==> src/rtl/mult_seq_ctrl.sv <==
// mult_seq_ctrl: sequential shift-add multiplier with an internal controller.
// One multiplier bit is consumed per CALC cycle. The loop exits early as soon
// as the remaining multiplier bits are all zero. Signed operands are reduced
// to magnitudes, multiplied unsigned, and the sign is applied in FIX.
//
// Ports:
//   Clk         clock, rising edge
//   reset       synchronous active-high reset
//   start       request, accepted only in IDLE
//   signed_mode 1 = two's complement operands/product (sampled with start)
//   a_data      multiplicand, WA bits (sampled with start)
//   b_data      multiplier, WB bits (sampled with start)
//   P           product, WA+WB bits, held until the next FIX
//   busy        high from the cycle after an accepted start through DONE
//   done        one-cycle pulse when P is valid
//   b_zero      high with done when the captured |b| was zero
module mult_seq_ctrl #(
  parameter int unsigned WA = 8,
  parameter int unsigned WB = 4
) (
  input  logic             Clk,
  input  logic             reset,
  input  logic             start,
  input  logic             signed_mode,
  input  logic [WA-1:0]    a_data,
  input  logic [WB-1:0]    b_data,
  output logic [WA+WB-1:0] P,
  output logic             busy,
  output logic             done,
  output logic             b_zero
);

  localparam int unsigned WP = WA + WB;

  typedef enum logic [1:0] {IDLE, CALC, FIX, DONE} state_t;

  state_t          state, state_nxt;
  logic [WP-1:0]   a_reg;
  logic [WP-1:0]   acc;
  logic [WB-1:0]   b_reg;
  logic            neg;
  logic            zflag;

  logic            a_neg, b_neg;
  logic [WA-1:0]   a_mag;
  logic [WB-1:0]   b_mag;

  // Magnitudes of the raw operands; the most-negative value maps to
  // 2^(W-1), which still fits as a W-bit unsigned number.
  always_comb begin
    a_neg = signed_mode & a_data[WA-1];
    b_neg = signed_mode & b_data[WB-1];
    a_mag = a_neg ? -a_data : a_data;
    b_mag = b_neg ? -b_data : b_data;
  end

  // State register
  always_ff @(posedge Clk) begin
    if (reset) state <= IDLE;
    else       state <= state_nxt;
  end

  // Next-state logic
  always_comb begin
    state_nxt = state;
    case (state)
      IDLE: if (start) state_nxt = CALC;
      CALC: if (b_reg == '0) state_nxt = FIX;
      FIX:  state_nxt = DONE;
      DONE: state_nxt = IDLE;
      default: state_nxt = IDLE;
    endcase
  end

  // Outputs decode the state flop only, so nothing combinational reaches
  // them from the inputs.
  always_comb begin
    busy   = (state != IDLE);
    done   = (state == DONE);
    b_zero = (state == DONE) & zflag;
  end

  // Datapath
  always_ff @(posedge Clk) begin
    if (reset) begin
      a_reg <= '0;
      b_reg <= '0;
      acc   <= '0;
      neg   <= 1'b0;
      zflag <= 1'b0;
      P     <= '0;
    end else begin
      case (state)
        IDLE: begin
          if (start) begin
            a_reg <= WP'(a_mag);
            b_reg <= b_mag;
            acc   <= '0;
            neg   <= signed_mode & (a_data[WA-1] ^ b_data[WB-1]);
            zflag <= (b_mag == '0);
          end
        end
        CALC: begin
          if (b_reg != '0) begin
            if (b_reg[0]) acc <= acc + a_reg;
            a_reg <= a_reg << 1;
            b_reg <= b_reg >> 1;
          end
        end
        FIX: P <= neg ? -acc : acc;
        default: ;
      endcase
    end
  end

endmodule

==> config.mk <==
export PLATFORM = sky130hd
export DESIGN_NAME = mult_seq_ctrl
export DESIGN_NICKNAME = d
export VERILOG_FILES = /design/src/rtl/mult_seq_ctrl.sv
export SDC_FILE = /design/constraint.sdc
export NUM_CORES = 1
export LEC_CHECK = 0
export CORE_UTILIZATION = 40
export DETAILED_ROUTE_END_ITERATION = 16
export HOLD_SLACK_MARGIN = 0.02
export PLACE_DENSITY = 0.73
export SLEW_MARGIN = 20
export SYNTH_ARGS = -nofsm -noshare
export SYNTH_HDL_FRONTEND = slang
export SYNTH_SLANG_ARGS = --single-unit
==> constraint.sdc <==
create_clock -name Clk -period 2.4 [get_ports Clk]
set_clock_uncertainty 0.2 [all_clocks]
set_input_delay 0.72 -clock Clk [delete_from_list [all_inputs] [get_ports Clk]]
set_output_delay 0.72 -clock Clk [all_outputs]
set_load 0.05 [all_outputs]
==> results by stage <==
Die:
- The die boundary width is 84.3 µm.
- The count of boundary I/O pins is 31.
- The overall die area is 0.00710 mm².
- The floorplan step defined a core boundary enclosing 0.00646 mm².
- The count of standard-cell rows is 29.
- Measured along the y axis, the die boundary spans 84.3 µm.
- The initial core utilization is 0.419.

Clocking:
- The sink count of the clock tree is 44.
- The H-tree was split into 2 levels.
- Counting the buffers created by CTS gives 5.
- The TritonCTS clock tree is yes.
- The cell at the root of the clock tree is clkbuf_8.
- The number of setup buffers added after CTS is 0.
- Clock latency on the worst-skew pair, taken at its later pin, is 0.30 ns.
- The clock passes through at most 2 buffers.
- The clock transition time at the flip-flop clock pins of the worst setup and hold paths is 0.09 ns.
- The cts-stage hold buffer count is 0.

Global route:
- For this run, the total global-route usage over all layers was measured as 0.168.
- The number of global-route vias before repair was 2,137.
- The remaining global-route overflow is 0.
- The pin count of the biggest net entering global routing is 42.
- The initial antenna violation count came to 0.
- The global-route wire length before repair is 9670 µm.

Synth:
- The share of synthesized flip-flops with an asynchronous set or reset is 0.
- The flip-flop and latch count after synthesis is 44.
- The number of enable flip-flop cells after synthesis is 0.
- The sequential area share after synthesis is 0.325.
- Synthesis instantiated 45 different standard cells from the library.
- The count of synthesis-stage warnings from yosys is 0.
- The synthesized area per cell is 8.01 µm².
- The number of cells produced by synthesis is 338.
- The prevailing post-synth register cell is dfxtp_1.
- The post-synthesis instance area is 0.00271 mm².
- The post-synthesis net count is 374.

STA:
- The headroom to the max-slew limit is 0.643.
- The final-report max-slew violation count is 0.
- Subtracting the final worst setup slack from the clock period gives 2.37 ns.
- The count of final hold-check violations came to 0.
- The post-route fraction of the period consumed by the critical path is 0.989.
- Setup repair after global routing could not meet its margin everywhere.
- The final setup violation count is 0.
- The peak clock frequency supported by timing is 421 MHz.
- The slew at the pin with the worst max-slew slack is 0.535 ns.

Placed design:
- In this run the tool buffered the top-level ports with 30 buffer cells.
- The half-perimeter wire length of the detailed placement result is 4380 µm.
- The number of instances in the placed design is 449.
- Routability-driven placement finished with a final weighted congestion of 0.904.

Worst setup path:
- By startpoint and endpoint, the worst setup path is classified as reg -> reg.
- STA classifies the critical path startpoint as a flop.
- The worst setup path is captured at a flop.
- The highest net fanout along the worst path is 3.
- The number of cells on the worst reg-to-reg path is 8.
- The cell with the largest stage delay on the worst path is fa_2.
- On the worst path, the slowest cell contributes a delay of 0.39 ns.
- The data required time of the worst path is 2.40 ns.
- Traced cell by cell, the critical path runs through ha_4, fa_2, a21o_1, nand4_1, a21boi_2, o211a_1, or3_1, a32o_1.
- The arrival time at the worst endpoint is 2.37 ns.

Power and ir drop:
- Dividing total power by cell area gives a power density of 903 mW/mm².
- The worst voltage drop across the vdd grid is 0.000394 V.
- The analysis attributes to cell leakage a power of 0.00148 µW.
- After layout, the design draws a total of 2990 µW.

Cells and area:
- 0 antenna diodes ended up in the layout.
- The final layout net count is 415.
- In the final layout, the share of cells above drive strength 1 is 0.129.
- The synthesis-to-layout area growth is 22.4%.
- For this run, the number of standard cells in the final layout without fillers is 457.
- Registers take 883 µm².
- The number of filler cells placed in the layout is 604.
- Summing all multi-input logic gate instances after layout gives 0.00174 mm².

Route:
- The remaining design rule violation count is 4.
- The highest metal layer with signal wires is met4.
- The total routed wirelength is 5710 µm.
- The met3 wire length is 254 µm.
- The detail route stage leaves a number of antenna-violating nets equal to 0.
- In the routed layout, each cell is associated on average with a via count of 5.25.
- The first TritonRoute pass finished after 10 iterations.
- The detailed router placed 2,398 vias in this run.
- The violation count after the first detailed-route iteration is 100.
- The length of routed met2 wiring is 2670 µm.
- The wire length on met1 is 2720 µm.
- Dividing the detail-routed wire length by the instance count gives 12.5 µm.

Min path:
- The worst hold path belongs to the class reg -> reg.
- The number of stages on the worst hold path is 2.

Outcome:
- The run finished, with violations left.
- The final reports fail on DRC.

Job:
- The tool flagged a number of max-cap violations equal to 0.
[cell usage in the layout, fill, tap and decap left out, types with 2 or more instances in the layout]
cell,netlist,routed
a211oi_1,9,8
a21o_1,5,5
a21oi_1,28,28
a221oi_1,2,2
a31oi_1,3,3
a32o_1,2,2
buf_12,0,3
buf_4,1,26
clkbuf_8,0,5
clkdlybuf4s50_1,0,17
clkinv_2,0,2
dfxtp_1,44,42
dfxtp_2,0,2
dlymetal6s2s_1,0,3
ha_1,19,18
inv_1,12,12
mux2i_1,10,10
nand2_1,62,62
nand2b_1,2,2
nand3_1,13,13
nand3b_1,2,2
nand4_1,5,5
nand4b_1,2,2
nor2_1,28,28
nor2b_1,4,4
nor3_1,5,5
o21ai_0,17,17
o21bai_1,2,2
o31ai_1,2,2
o31ai_4,2,2
or3_1,6,6
xnor2_1,11,11
xor2_1,11,11
[worst max-delay path: cells and delay by family (launching register included)]
family                   cells  cell delay [ns]
flip-flops                   1             0.35
AND/OR/NAND/NOR              2             0.43
adder cells (fa/ha/maj)      2             0.56
AO/OA/AOI/OAI                4             0.74
[cell families (layout without fill, tap and decap cells)]
group | count (synthesis) | count (layout) | synth area share
simple gates | 134 | 134 | 0.225
buf+inv | 27 | 69 | 0.0402
xor+xnor | 22 | 22 | 0.0711
fa+ha+maj | 20 | 20 | 0.0952
flops | 44 | 44 | 0.325
compound gates | 81 | 81 | 0.206
mux | 10 | 10 | 0.0370
[what timing repair did]
item / CTS / global route
pin swaps: 0 / 3
endpoints found under the setup margin: 1 / 6
resized for setup: 1 / 8
[per-layer routing]
layer  track usage  vias up
met5             0        -
met4        0.0564        0
met3        0.0403        6
met2         0.272       50
met1         0.219     1078
li1              -     1264
[Yosys cell counts, types with 6 or more instances]
cell,count,area share
nand2_1,62,0.086
dfxtp_1,44,0.33
nand3_1,13,0.024
clkbuf_1,9,0.012
nor2_1,28,0.039
a21oi_1,28,0.052
xnor2_1,11,0.036
o21ai_0,17,0.031
inv_1,12,0.017
xor2_1,11,0.036
mux2i_1,10,0.037
a211oi_1,9,0.025
ha_1,19,0.088
or3_1,6,0.014
[where the power goes]
group / internal, µW / switching, µW
combinational: 594 / 931
sequential: 874 / 136
clock: 203 / 255
total: 1670 / 1320
[metrics by stage]
stage	area, µm²	hold WS, ns	util	setup slack [ns]	setup TNS [ns]
after global placement	3200	0.262	0.495	0.0310	0
after global routing	3310	0.307	0.513	-0.0421	-0.0566
final	3310	0.281	0.513	0.0269	0
after CTS	3290	0.281	0.509	0.00182	0
after detailed placement	3200	0.271	0.495	-0.0459	-0.0459
after floorplan	2710	0.246	-	0.0552	0
[final timing paths]
check / end / slack, ns / from
hold reg to reg: P[5] / 0.28 / P[5]
setup / recovery: acc[10] / 0.03 / a_reg[0]
hold / removal: P[5] / 0.28 / P[5]
setup reg to reg: acc[10] / 0.03 / a_reg[0]
[final cells by class]
type | count | area share
Clock buffer | 5 | 0.0208
Clock inverter | 3 | 0.00566
Inverter | 12 | 0.0136
Multi-Input combinational cell | 267 | 0.525
Sequential cell | 44 | 0.267
Tap cell | 77 | 0.0291
Timing Repair Buffer | 49 | 0.140
Power figures use the tool's default switching activity.
